## config.mk

```make
export PLATFORM = sky130hd
export DESIGN_NAME = ex_mdu
export DESIGN_NICKNAME = d
export VERILOG_FILES = /design/src/rtl/ex_mdu_pkg.sv /design/src/rtl/ex_mdu_step.sv /design/src/rtl/ex_mdu.sv
export SDC_FILE = /design/constraint.sdc
export NUM_CORES = 1
export LEC_CHECK = 0
export ABC_AREA = 1
export CAP_MARGIN = 20
export CORE_MARGIN = 2
export CORE_UTILIZATION = 55
export CTS_CLUSTER_DIAMETER = 200
export CTS_CLUSTER_SIZE = 24
export DETAILED_ROUTE_END_ITERATION = 6
export HOLD_SLACK_MARGIN = 0.12
export PLACE_DENSITY = 0.75
export SYNTH_ARGS = -nofsm -noshare
export SYNTH_HDL_FRONTEND = slang
export SYNTH_SLANG_ARGS = --single-unit
```

## constraint.sdc

```tcl
create_clock -name clk -period 10 [get_ports clk]
set_input_delay 1.5 -clock clk [delete_from_list [all_inputs] [get_ports clk]]
set_output_delay 1.5 -clock clk [all_outputs]
set_load 0.01 [all_outputs]
```

## src/rtl/ex_mdu_pkg.sv

```systemverilog
// ex_mdu_pkg -- shared definitions for the EX-stage multiply/divide unit.
//
// Contents:
//   INST_*       : RV32M instruction field codes used by the decoder
//   MDU_*        : funct3 operation select codes (MUL..REMU)
//   mdu_state_e  : IDLE/CALC/DONE state encoding of the iterative unit
//   op_signed_rs1/op_signed_rs2 : operand signedness of each funct3 code
package ex_mdu_pkg;

   // Instruction fields that select the M extension in the decoder.
   localparam logic [6:0] INST_OP_REG        = 7'b0110011;
   localparam logic [6:0] INST_FUNCT7_MULDIV = 7'b0000001;

   // funct3 operation codes.
   localparam logic [2:0] MDU_MUL    = 3'd0;
   localparam logic [2:0] MDU_MULH   = 3'd1;
   localparam logic [2:0] MDU_MULHSU = 3'd2;
   localparam logic [2:0] MDU_MULHU  = 3'd3;
   localparam logic [2:0] MDU_DIV    = 3'd4;
   localparam logic [2:0] MDU_DIVU   = 3'd5;
   localparam logic [2:0] MDU_REM    = 3'd6;
   localparam logic [2:0] MDU_REMU   = 3'd7;

   typedef enum logic [1:0] {
      ST_IDLE = 2'd0,
      ST_CALC = 2'd1,
      ST_DONE = 2'd2
   } mdu_state_e;

   // rs1 is a two's complement value for MULH, MULHSU, DIV and REM.
   function automatic logic op_signed_rs1(input logic [2:0] funct3);
      return (funct3 == MDU_MULH) || (funct3 == MDU_MULHSU) ||
             (funct3 == MDU_DIV)  || (funct3 == MDU_REM);
   endfunction

   // rs2 is a two's complement value for MULH, DIV and REM.
   function automatic logic op_signed_rs2(input logic [2:0] funct3);
      return (funct3 == MDU_MULH) || (funct3 == MDU_DIV) || (funct3 == MDU_REM);
   endfunction

endpackage

```

## src/rtl/ex_mdu_step.sv

```systemverilog
// mdu_step -- one iteration of the unsigned magnitude datapath.
//
// Multiply (div_i=0): right-shifting shift-add. {acc,lo} holds the partial
//   product and the remaining multiplier bits; after XLEN steps {acc,lo} is
//   the 2*XLEN-bit product of the multiplier (initial lo) and opnd_i.
// Divide (div_i=1): restoring division. {acc,lo} shifts left one bit, the
//   divisor is subtracted from the partial remainder when it fits and the
//   quotient bit enters lo; after XLEN steps lo=quotient, acc=remainder.
//
// Ports:
//   div_i   : select divide step (1) or multiply step (0)
//   acc_i   : upper half (partial product / partial remainder)
//   lo_i    : lower half (multiplier bits / dividend bits + quotient)
//   opnd_i  : multiplicand or divisor magnitude
//   acc_o, lo_o : state after this step
module mdu_step #(
   parameter int XLEN = 32
) (
   input  logic            div_i,
   input  logic [XLEN-1:0] acc_i,
   input  logic [XLEN-1:0] lo_i,
   input  logic [XLEN-1:0] opnd_i,
   output logic [XLEN-1:0] acc_o,
   output logic [XLEN-1:0] lo_o
);

   logic [XLEN:0]   sum;
   logic [XLEN:0]   rem_sh;
   logic [XLEN:0]   diff;
   logic [XLEN-1:0] addend;

   always_comb begin
      addend = lo_i[0] ? opnd_i : '0;
      sum    = {1'b0, acc_i} + {1'b0, addend};
      rem_sh = {acc_i, lo_i[XLEN-1]};
      // The partial remainder is always below the divisor, so a borrow out
      // of the (XLEN+1)-bit subtraction means "divisor does not fit".
      diff   = rem_sh - {1'b0, opnd_i};

      if (div_i) begin
         acc_o = diff[XLEN] ? rem_sh[XLEN-1:0] : diff[XLEN-1:0];
         lo_o  = {lo_i[XLEN-2:0], ~diff[XLEN]};
      end else begin
         acc_o = sum[XLEN:1];
         lo_o  = {sum[0], lo_i[XLEN-1:1]};
      end
   end

endmodule

```

## src/rtl/ex_mdu.sv

```systemverilog
// ex_mdu -- iterative RV M-extension multiply/divide unit for the EX stage.
//
// Operands are converted to magnitudes on start, processed one bit per cycle
// by mdu_step for XLEN cycles, and the sign is restored when the result is
// registered. Divide by zero and signed overflow bypass the iteration and
// produce their architectural result one cycle after start.
//
// Ports:
//   clk, rst      : clock, asynchronous active-high reset
//   start_i       : begin an operation (accepted only in IDLE, without flush)
//   funct3_i      : operation select (MUL..REMU)
//   rs1_data_i    : multiplicand / dividend
//   rs2_data_i    : multiplier / divisor
//   wreg_addr_i   : destination register of the request
//   flush_i       : abort any in-flight operation
//   busy_o        : high while in CALC or DONE
//   wreg_en_o     : one-cycle result strobe (DONE)
//   wreg_addr_o   : destination register of the result
//   wreg_data_o   : result, held until the next result
module ex_mdu
   import ex_mdu_pkg::*;
#(
   parameter int XLEN       = 32,
   parameter int REG_ADDR_W = 5
) (
   input  logic                  clk,
   input  logic                  rst,
   input  logic                  start_i,
   input  logic [2:0]            funct3_i,
   input  logic [XLEN-1:0]       rs1_data_i,
   input  logic [XLEN-1:0]       rs2_data_i,
   input  logic [REG_ADDR_W-1:0] wreg_addr_i,
   input  logic                  flush_i,
   output logic                  busy_o,
   output logic                  wreg_en_o,
   output logic [REG_ADDR_W-1:0] wreg_addr_o,
   output logic [XLEN-1:0]       wreg_data_o
);

   localparam int                CNT_W     = $clog2(XLEN) + 1;
   localparam logic [CNT_W-1:0]  LAST_ITER = CNT_W'(XLEN - 1);
   localparam logic [XLEN-1:0]   XLEN_MIN  = {1'b1, {(XLEN-1){1'b0}}};

   mdu_state_e            state_q, state_d;
   logic [2:0]            op_q, op_d;
   logic [XLEN-1:0]       acc_q, acc_d;
   logic [XLEN-1:0]       lo_q, lo_d;
   logic [XLEN-1:0]       opnd_q, opnd_d;
   logic [CNT_W-1:0]      cnt_q, cnt_d;
   logic                  neg_q, neg_d;         // negate product / quotient
   logic                  neg_rem_q, neg_rem_d; // negate remainder
   logic [REG_ADDR_W-1:0] addr_q, addr_d;       // address of op in flight
   logic [REG_ADDR_W-1:0] waddr_q, waddr_d;
   logic [XLEN-1:0]       wdata_q, wdata_d;

   // Request decode
   logic            rs1_neg, rs2_neg;
   logic [XLEN-1:0] rs1_mag, rs2_mag;
   logic            div_zero, div_ovf, special;
   logic [XLEN-1:0] special_val;

   // Iteration and result
   logic [XLEN-1:0]   acc_step, lo_step;
   logic [2*XLEN-1:0] prod, prod_fix;
   logic [XLEN-1:0]   quot_fix, rem_fix, result;

   mdu_step #(.XLEN(XLEN)) u_step (
      .div_i  (op_q[2]),
      .acc_i  (acc_q),
      .lo_i   (lo_q),
      .opnd_i (opnd_q),
      .acc_o  (acc_step),
      .lo_o   (lo_step)
   );

   always_comb begin
      rs1_neg = op_signed_rs1(funct3_i) && rs1_data_i[XLEN-1];
      rs2_neg = op_signed_rs2(funct3_i) && rs2_data_i[XLEN-1];
      rs1_mag = rs1_neg ? -rs1_data_i : rs1_data_i;
      rs2_mag = rs2_neg ? -rs2_data_i : rs2_data_i;

      div_zero = funct3_i[2] && (rs2_data_i == '0);
      div_ovf  = ((funct3_i == MDU_DIV) || (funct3_i == MDU_REM)) &&
                 (rs1_data_i == XLEN_MIN) && (rs2_data_i == '1);
      special  = div_zero || div_ovf;

      // funct3[1] distinguishes REM/REMU from DIV/DIVU.
      if (div_zero)
         special_val = funct3_i[1] ? rs1_data_i : '1;
      else
         special_val = funct3_i[1] ? '0 : rs1_data_i;
   end

   // Sign restoration uses the final step's outputs so the result is ready
   // at the same edge that leaves CALC.
   always_comb begin
      prod     = {acc_step, lo_step};
      prod_fix = neg_q ? -prod : prod;
      quot_fix = neg_q ? -lo_step : lo_step;
      rem_fix  = neg_rem_q ? -acc_step : acc_step;

      unique case (op_q)
         MDU_MUL:                       result = prod_fix[XLEN-1:0];
         MDU_MULH, MDU_MULHSU, MDU_MULHU: result = prod_fix[2*XLEN-1:XLEN];
         MDU_DIV, MDU_DIVU:             result = quot_fix;
         default:                       result = rem_fix;
      endcase
   end

   always_comb begin
      // NOTE: every next-state variable gets its hold value first, so no
      // path through the case below can leave one unassigned and infer a latch.
      state_d   = state_q;
      op_d      = op_q;
      acc_d     = acc_q;
      lo_d      = lo_q;
      opnd_d    = opnd_q;
      cnt_d     = cnt_q;
      neg_d     = neg_q;
      neg_rem_d = neg_rem_q;
      addr_d    = addr_q;
      waddr_d   = waddr_q;
      wdata_d   = wdata_q;

      if (flush_i) begin
         // Abort wins over everything, including a simultaneous start and
         // the final iteration; the result registers keep their old value.
         state_d = ST_IDLE;
      end else begin
         unique case (state_q)
            ST_IDLE: begin
               if (start_i) begin
                  op_d      = funct3_i;
                  addr_d    = wreg_addr_i;
                  cnt_d     = '0;
                  acc_d     = '0;
                  lo_d      = rs1_mag;
                  opnd_d    = rs2_mag;
                  neg_d     = rs1_neg ^ rs2_neg;
                  neg_rem_d = rs1_neg;
                  if (special) begin
                     waddr_d = wreg_addr_i;
                     wdata_d = special_val;
                     state_d = ST_DONE;
                  end else begin
                     state_d = ST_CALC;
                  end
               end
            end

            ST_CALC: begin
               acc_d = acc_step;
               lo_d  = lo_step;
               cnt_d = cnt_q + CNT_W'(1);
               if (cnt_q == LAST_ITER) begin
                  waddr_d = addr_q;
                  wdata_d = result;
                  state_d = ST_DONE;
               end
            end

            default: begin
               state_d = ST_IDLE;
            end
         endcase
      end
   end

   // NOTE: state uses non-blocking assignments so every register samples
   // the pre-edge values of the others, independent of statement order.
   always_ff @(posedge clk or posedge rst) begin
      if (rst) begin
         // NOTE: the datapath registers are reset too: after reset the
         // result outputs must read zero and no stale operand can leak out.
         state_q   <= ST_IDLE;
         op_q      <= '0;
         acc_q     <= '0;
         lo_q      <= '0;
         opnd_q    <= '0;
         cnt_q     <= '0;
         neg_q     <= 1'b0;
         neg_rem_q <= 1'b0;
         addr_q    <= '0;
         waddr_q   <= '0;
         wdata_q   <= '0;
      end else begin
         state_q   <= state_d;
         op_q      <= op_d;
         acc_q     <= acc_d;
         lo_q      <= lo_d;
         opnd_q    <= opnd_d;
         cnt_q     <= cnt_d;
         neg_q     <= neg_d;
         neg_rem_q <= neg_rem_d;
         addr_q    <= addr_d;
         waddr_q   <= waddr_d;
         wdata_q   <= wdata_d;
      end
   end

   assign busy_o      = (state_q != ST_IDLE);
   assign wreg_en_o   = (state_q == ST_DONE);
   assign wreg_addr_o = waddr_q;
   assign wreg_data_o = wdata_q;

endmodule
```

==> out/qor.yml, run 1 <==
detailed_routing:
  routed_wl_um: 76600
  drc_errors: 0
  drt-vias-per-instance: 6.14
  antenna_left: 0
  drtPass1Iterations: 7
  avgRoutedWirePerCell_um: 20.9
  vias: 22500
  dr.first_iter.drc_count: 3295
logic_synthesis:
  ys_top_cells_by_area: "dfrtp_1 (21%), nand2_1 (20%), inv_1 (8.7%)"
  ys_types: 48
  yosysSeqAreaShare: 0.208
  syn_inst: 3165
  syn-cell-area_um2: 18200
  syn-num-nets: 3313
  syn_area_per_cell_um2: 5.74
  synth_ff_type: "dfrtp_1"
  synth_edf_count: 0
  yosysWarnings: 0
  synth-seq-cells: 151
  yosys.area.top_type: "dfrtp_1"
  yosysTopAreaCellShare: 0.208
  async_flop_share: 1.00
floorplanning:
  die_y_um: 186
  start_util: 0.558
  io_pins: 115
  die_area_um2: 34500
  coreArea_um2: 32500
  rows: 66
  die_w_um: 186
setup_path:
  cp_max_fo: 12
  worstSetupEndpointType: "flop"
  crit_buf_inv: 3
  crit_arrival_ps: 5800
  crit_slowest_cell: "nand3_2"
  path_common_cell: "nand2_1"
  cpPeakStageDelay_ps: 500
  startpoint_type: "flop"
  worst-setup-path-type: "reg2reg"
  cp.required_ps: 10350
  cp_top_family: "simple AND/OR/NAND/NOR gates"
finish:
  layout_common_cells: "nand2_1 (986), inv_1 (418), nor2_1 (347)"
  fillers: 3120
  nNetsFinal: 3355
  area_delta_synth_final_pct: 10.7
  drive_gt1_frac: 0.0568
  diodes: 0
  final_common_cell: "nand2_1"
timing:
  setup_viol: 0
  tightest_slew_ps: 998
  fin_ws_ps: 4550
  grt_setup_unrepaired: "no"
  hold_viol: 0
  fin_skew_ps: 18.2
  drv_slew: 0
  post-route-min-period_ps: 5450
  tns_ps: 0
  fmax_mhz: 183
  period_share: 0.545
  slew_headroom: 0.334
placed_design:
  dp_slack_ps: 4570
  portBuffers: 114
  place.gp.congestion: 1.05
  dp_hpwl_um: 59800
pwr:
  power-per-cell-area_nw_per_um2: 410
  leakage_nw: 10.4
  vdd_drop_max_mv: 0.244
clocking:
  clock-sinks: 151
  post_cts_buffers: 0
  clockRootBuffer: "clkbuf_16"
  insertion_delay_ps: 470
  tritoncts: "yes"
  post_cts_resized: 0
  cts_max_path_buffers: 2
  hold_buffers: 0
  numCtsBuffers: 17
  cts_max_level: 4
  clkTransAtPathRegs_ps: 70
global_route:
  grt_pass1_vias: 20200
  antenna_found_initial: 1
  grt_pass1_wl_um: 116000
  globalRouteOverflowTotal: 0
  gr-usage-all-layers: 0.446
  grt_max_degree: 92
worst_hold_path:
  hp-class: "reg2reg"
outcome:
  outcome: "completed"
flow_run:
  maxCapViolCount: 0
[cell usage after synthesis, types with 12 or more instances]
library cell / count
a21oi_1: 168
a31oi_1: 15
buf_1: 14
buf_2: 13
clkbuf_1: 70
dfrtp_1: 151
ha_1: 70
inv_1: 420
inv_2: 12
nand2_1: 987
nand2_2: 32
nand3_1: 249
nand3b_1: 16
nand4_1: 35
nor2_1: 349
nor2_2: 29
nor3_1: 39
nor4_1: 13
o21ai_0: 214
o21ai_1: 14
o221ai_1: 32
o22ai_1: 22
or2_2: 12
xnor2_1: 18
xor2_1: 74
[state kept, by name (all words and copies together) (netlist names)]
register     flops
cnt_q            6
addr_q           5
opnd_q          32
op_q             3
wreg_addr_o      5
acc_q           32
neg_q            1
lo_q            32
neg_rem_q        1
wreg_data_o     32
state_q          2
[worst reg2reg max path, delay by kind of cell, from the launching register on]
kind,cells,cell delay [ps]
AND/OR/NAND/NOR,25,3630
adder cells (fa/ha/maj),3,780
flip-flops,1,370
buffers and inverters,3,390
AO/OA/AOI/OAI,2,170
[metrics by stage]
| step | std cells | area (µm²) | utilization | hold slack [ps] | power, mW |
|---|---|---|---|---|---|
| global route | 3662 | 20100 | 0.618 | 502 | 8.82 |
| CTS | 3662 | 20100 | 0.618 | 489 | 7.94 |
| floorplan | 3165 | 18200 | - | 448 | 5.40 |
| global placement | 3630 | 19500 | 0.600 | 462 | 7.17 |
| finish | 3662 | 20100 | 0.618 | 489 | 8.24 |
| detailed placement | 3630 | 19500 | 0.600 | 471 | 7.25 |
[cells by family (layout without fill, tap and decap cells)]
group           count (synthesis)  in the layout  share of synthesized area
compound gates                515            515                      0.160
xor+xnor                       92             92                     0.0444
fa+ha+maj                      72             72                     0.0504
buf+inv                       545            600                      0.118
flops                         151            151                      0.208
simple gates                 1790           1790                      0.420
[final timing paths]
check / start / end / slack, ps / cells past startpoint
min reg2reg: addr_q[4] / addr_q[4] / 490 / 2
min: addr_q[4] / addr_q[4] / 490 / 2
max in group asynchronous: rst / wreg_data_o[24] / 6910 / 3
min in group asynchronous: rst / opnd_q[16] / 1580 / 2
max: lo_q[31] / wreg_data_o[18] / 4550 / 33
max reg2reg: lo_q[31] / wreg_data_o[18] / 4550 / 33
[per-layer routing]
| metal | wire length [µm] | GRT usage | vias to the layer above |
|---|---|---|---|
| li1 | - | - | 10300 |
| met1 | 30000 | 0.590 | 10300 |
| met2 | 31900 | 0.658 | 1605 |
| met3 | 10800 | 0.146 | 278 |
| met4 | 3980 | 0.204 | 0 |
| met5 | 0 | 0 | - |
[cell type report]
cell class                 instances  area (µm²)  area share
sequential                       151        3780       0.188
clock buffer                      19         453      0.0225
multi-input combinational       2469       12300       0.610
clock inverter                    13         128     0.00635
tap                              442         553      0.0275
timing repair buffer             134        1290      0.0642
inverter                         434        1630      0.0813
[report_power, final]
group | internal [mW] | leakage [nW] | switching [mW]
sequential | 0.879 | 1.90 | 0.340
combinational | 1.86 | 8.23 | 4.49
clock | 0.344 | 0.286 | 0.330
Note: power is estimated with default switching activity, not from simulation.
==> run 2, diff against run 1 <==
- clock period: 10 -> 5.69 ns (I/O delays scaled with it)
==> run 2 against run 1 <==
The run now ends with DRC left. Final cell count up 0.27%. Sequential share of layout area down 0.079 points. Power up 76%. Highest routed layer is now met5. First-iteration DRC count down 8.7%. Die area unchanged. Count of clock-buffer cells in the layout down 1. Sequential power up 70%. Clock power up 80%.
==> out/qor.yml, run 2 (synthesis results as in run 1) <==
outcome:
  outcome: "finished with violations"
  failed_checks: "DRC"
pwr:
  vdd_drop_max_mv: 0.366
  power-per-cell-area_nw_per_um2: 717
  leakage_nw: 10.5
finish:
  layout_common_cells: "nand2_1 (986), inv_1 (418), nor2_1 (347)"
  final_common_cell: "nand2_1"
  area_delta_synth_final_pct: 11.1
  fillers: 3178
  nNetsFinal: 3365
  drive_gt1_frac: 0.0594
  diodes: 0
clocking:
  tritoncts: "yes"
  numCtsBuffers: 17
  insertion_delay_ps: 470
  hold_buffers: 0
  post_cts_resized: 0
  cts_max_level: 4
  cts_max_path_buffers: 2
  clkTransAtPathRegs_ps: 70
  post_cts_buffers: 0
  clock-sinks: 151
  clockRootBuffer: "clkbuf_16"
setup_path:
  crit_arrival_ps: 5590
  ff2ff_path_depth: 31
  cp.required_ps: 6080
  regToRegStartpoint: "lo_q[31]"
  worst-setup-path-type: "reg2reg"
  cp_max_fo: 12
  cpPeakStageDelay_ps: 580
  path_common_cell: "nand2_1"
  reg2reg_to: "wreg_data_o[28]"
  crit_slowest_cell: "o21ai_0"
  startpoint_type: "flop"
  ff2ff_setup_slack_ps: 490
  worstSetupEndpointType: "flop"
detailed_routing:
  avgRoutedWirePerCell_um: 20.5
  drc_errors: 11
  dr.first_iter.drc_count: 3008
  drt-vias-per-instance: 6.05
  routed_wl_um: 75300
  vias: 22200
  drtPass1Iterations: 7
  antenna_left: 0
timing:
  slew_headroom: 0.285
  tightest_slew_ps: 1070
  period_share: 0.915
  tns_ps: 0
  timing.hold.ws_ps: 488
  hold_viol: 0
  setup_viol: 0
  fin_skew_ps: 19.1
  fmax_mhz: 192
  grt_setup_unrepaired: "no"
  post-route-min-period_ps: 5200
  drv_slew: 0
floorplanning:
  rows: 66
  die_w_um: 186
  io_pins: 115
  die_y_um: 186
  start_util: 0.558
  die_area_um2: 34500
  coreArea_um2: 32500
placed_design:
  place.gp.congestion: 1.07
  dp_hpwl_um: 59300
  portBuffers: 114
flow_run:
  maxCapViolCount: 0
worst_hold_path:
  hold_end: "addr_q[4]"
  hold_depth: 2
  min_from: "addr_q[4]"
  hp-class: "reg2reg"
global_route:
  grt_max_degree: 93
  grt_pass1_vias: 20100
  antenna_found_initial: 3
  globalRouteOverflowTotal: 0
  grt_pass1_wl_um: 115000
  gr-usage-all-layers: 0.438
## run 2: power breakdown
part / internal (mW) / switching (mW) / total, mW
clock network: 0.634 / 0.577 / 1.21
registers: 1.55 / 0.521 / 2.07
logic: 3.32 / 7.89 / 11.2
## run 2: area by class of cell
type,instances,area (µm²),area share
Multi-Input combinational cell,2469,12300,0.607
Sequential cell,151,3780,0.187
Inverter,434,1630,0.0809
Timing Repair Buffer,144,1370,0.0677
Tap cell,442,553,0.0274
Clock buffer,18,439,0.0218
Clock inverter,14,151,0.00750
## run 2: worst max-delay path: cells and delay by family (launching register included)
kind	cells	cell delay, ps
DFF	1	380
adders and majority gates	3	820
buffers and inverters	5	550
AOI/OAI and AO/OA	2	690
and+or+nand+nor	20	2500
xor gates and xnor gates	1	170
## run 2: through the flow
stage	utilization	setup WS (ps)	std cells	total power, mW	area (µm²)
2_1_floorplan	-	772	3165	9.50	18200
3_3_place_gp	0.602	862	3640	12.6	19600
3_5_place_dp	0.602	683	3640	12.7	19600
4_1_cts	0.620	664	3672	14.0	20200
5_1_grt	0.620	92.2	3672	15.5	20200
6_report	0.620	486	3672	14.5	20200
## run 2: layer usage
layer	share of wire	track usage
met5	0.0021	0.0326
met4	0.046	0.178
met3	0.14	0.147
met2	0.41	0.639
met1	0.40	0.591
## run 2: worst max-delay path by stage
stage	start	end	slack (ps)	cells after the start
2_1_floorplan	rst	acc_q[0]	770	1
3_3_place_gp	acc_q[26]	wreg_data_o[18]	860	29
3_5_place_dp	lo_q[31]	wreg_data_o[10]	680	31
4_1_cts	lo_q[31]	wreg_data_o[10]	660	31
5_1_grt	acc_q[26]	wreg_data_o[18]	90	29
6_report	lo_q[31]	wreg_data_o[28]	490	31
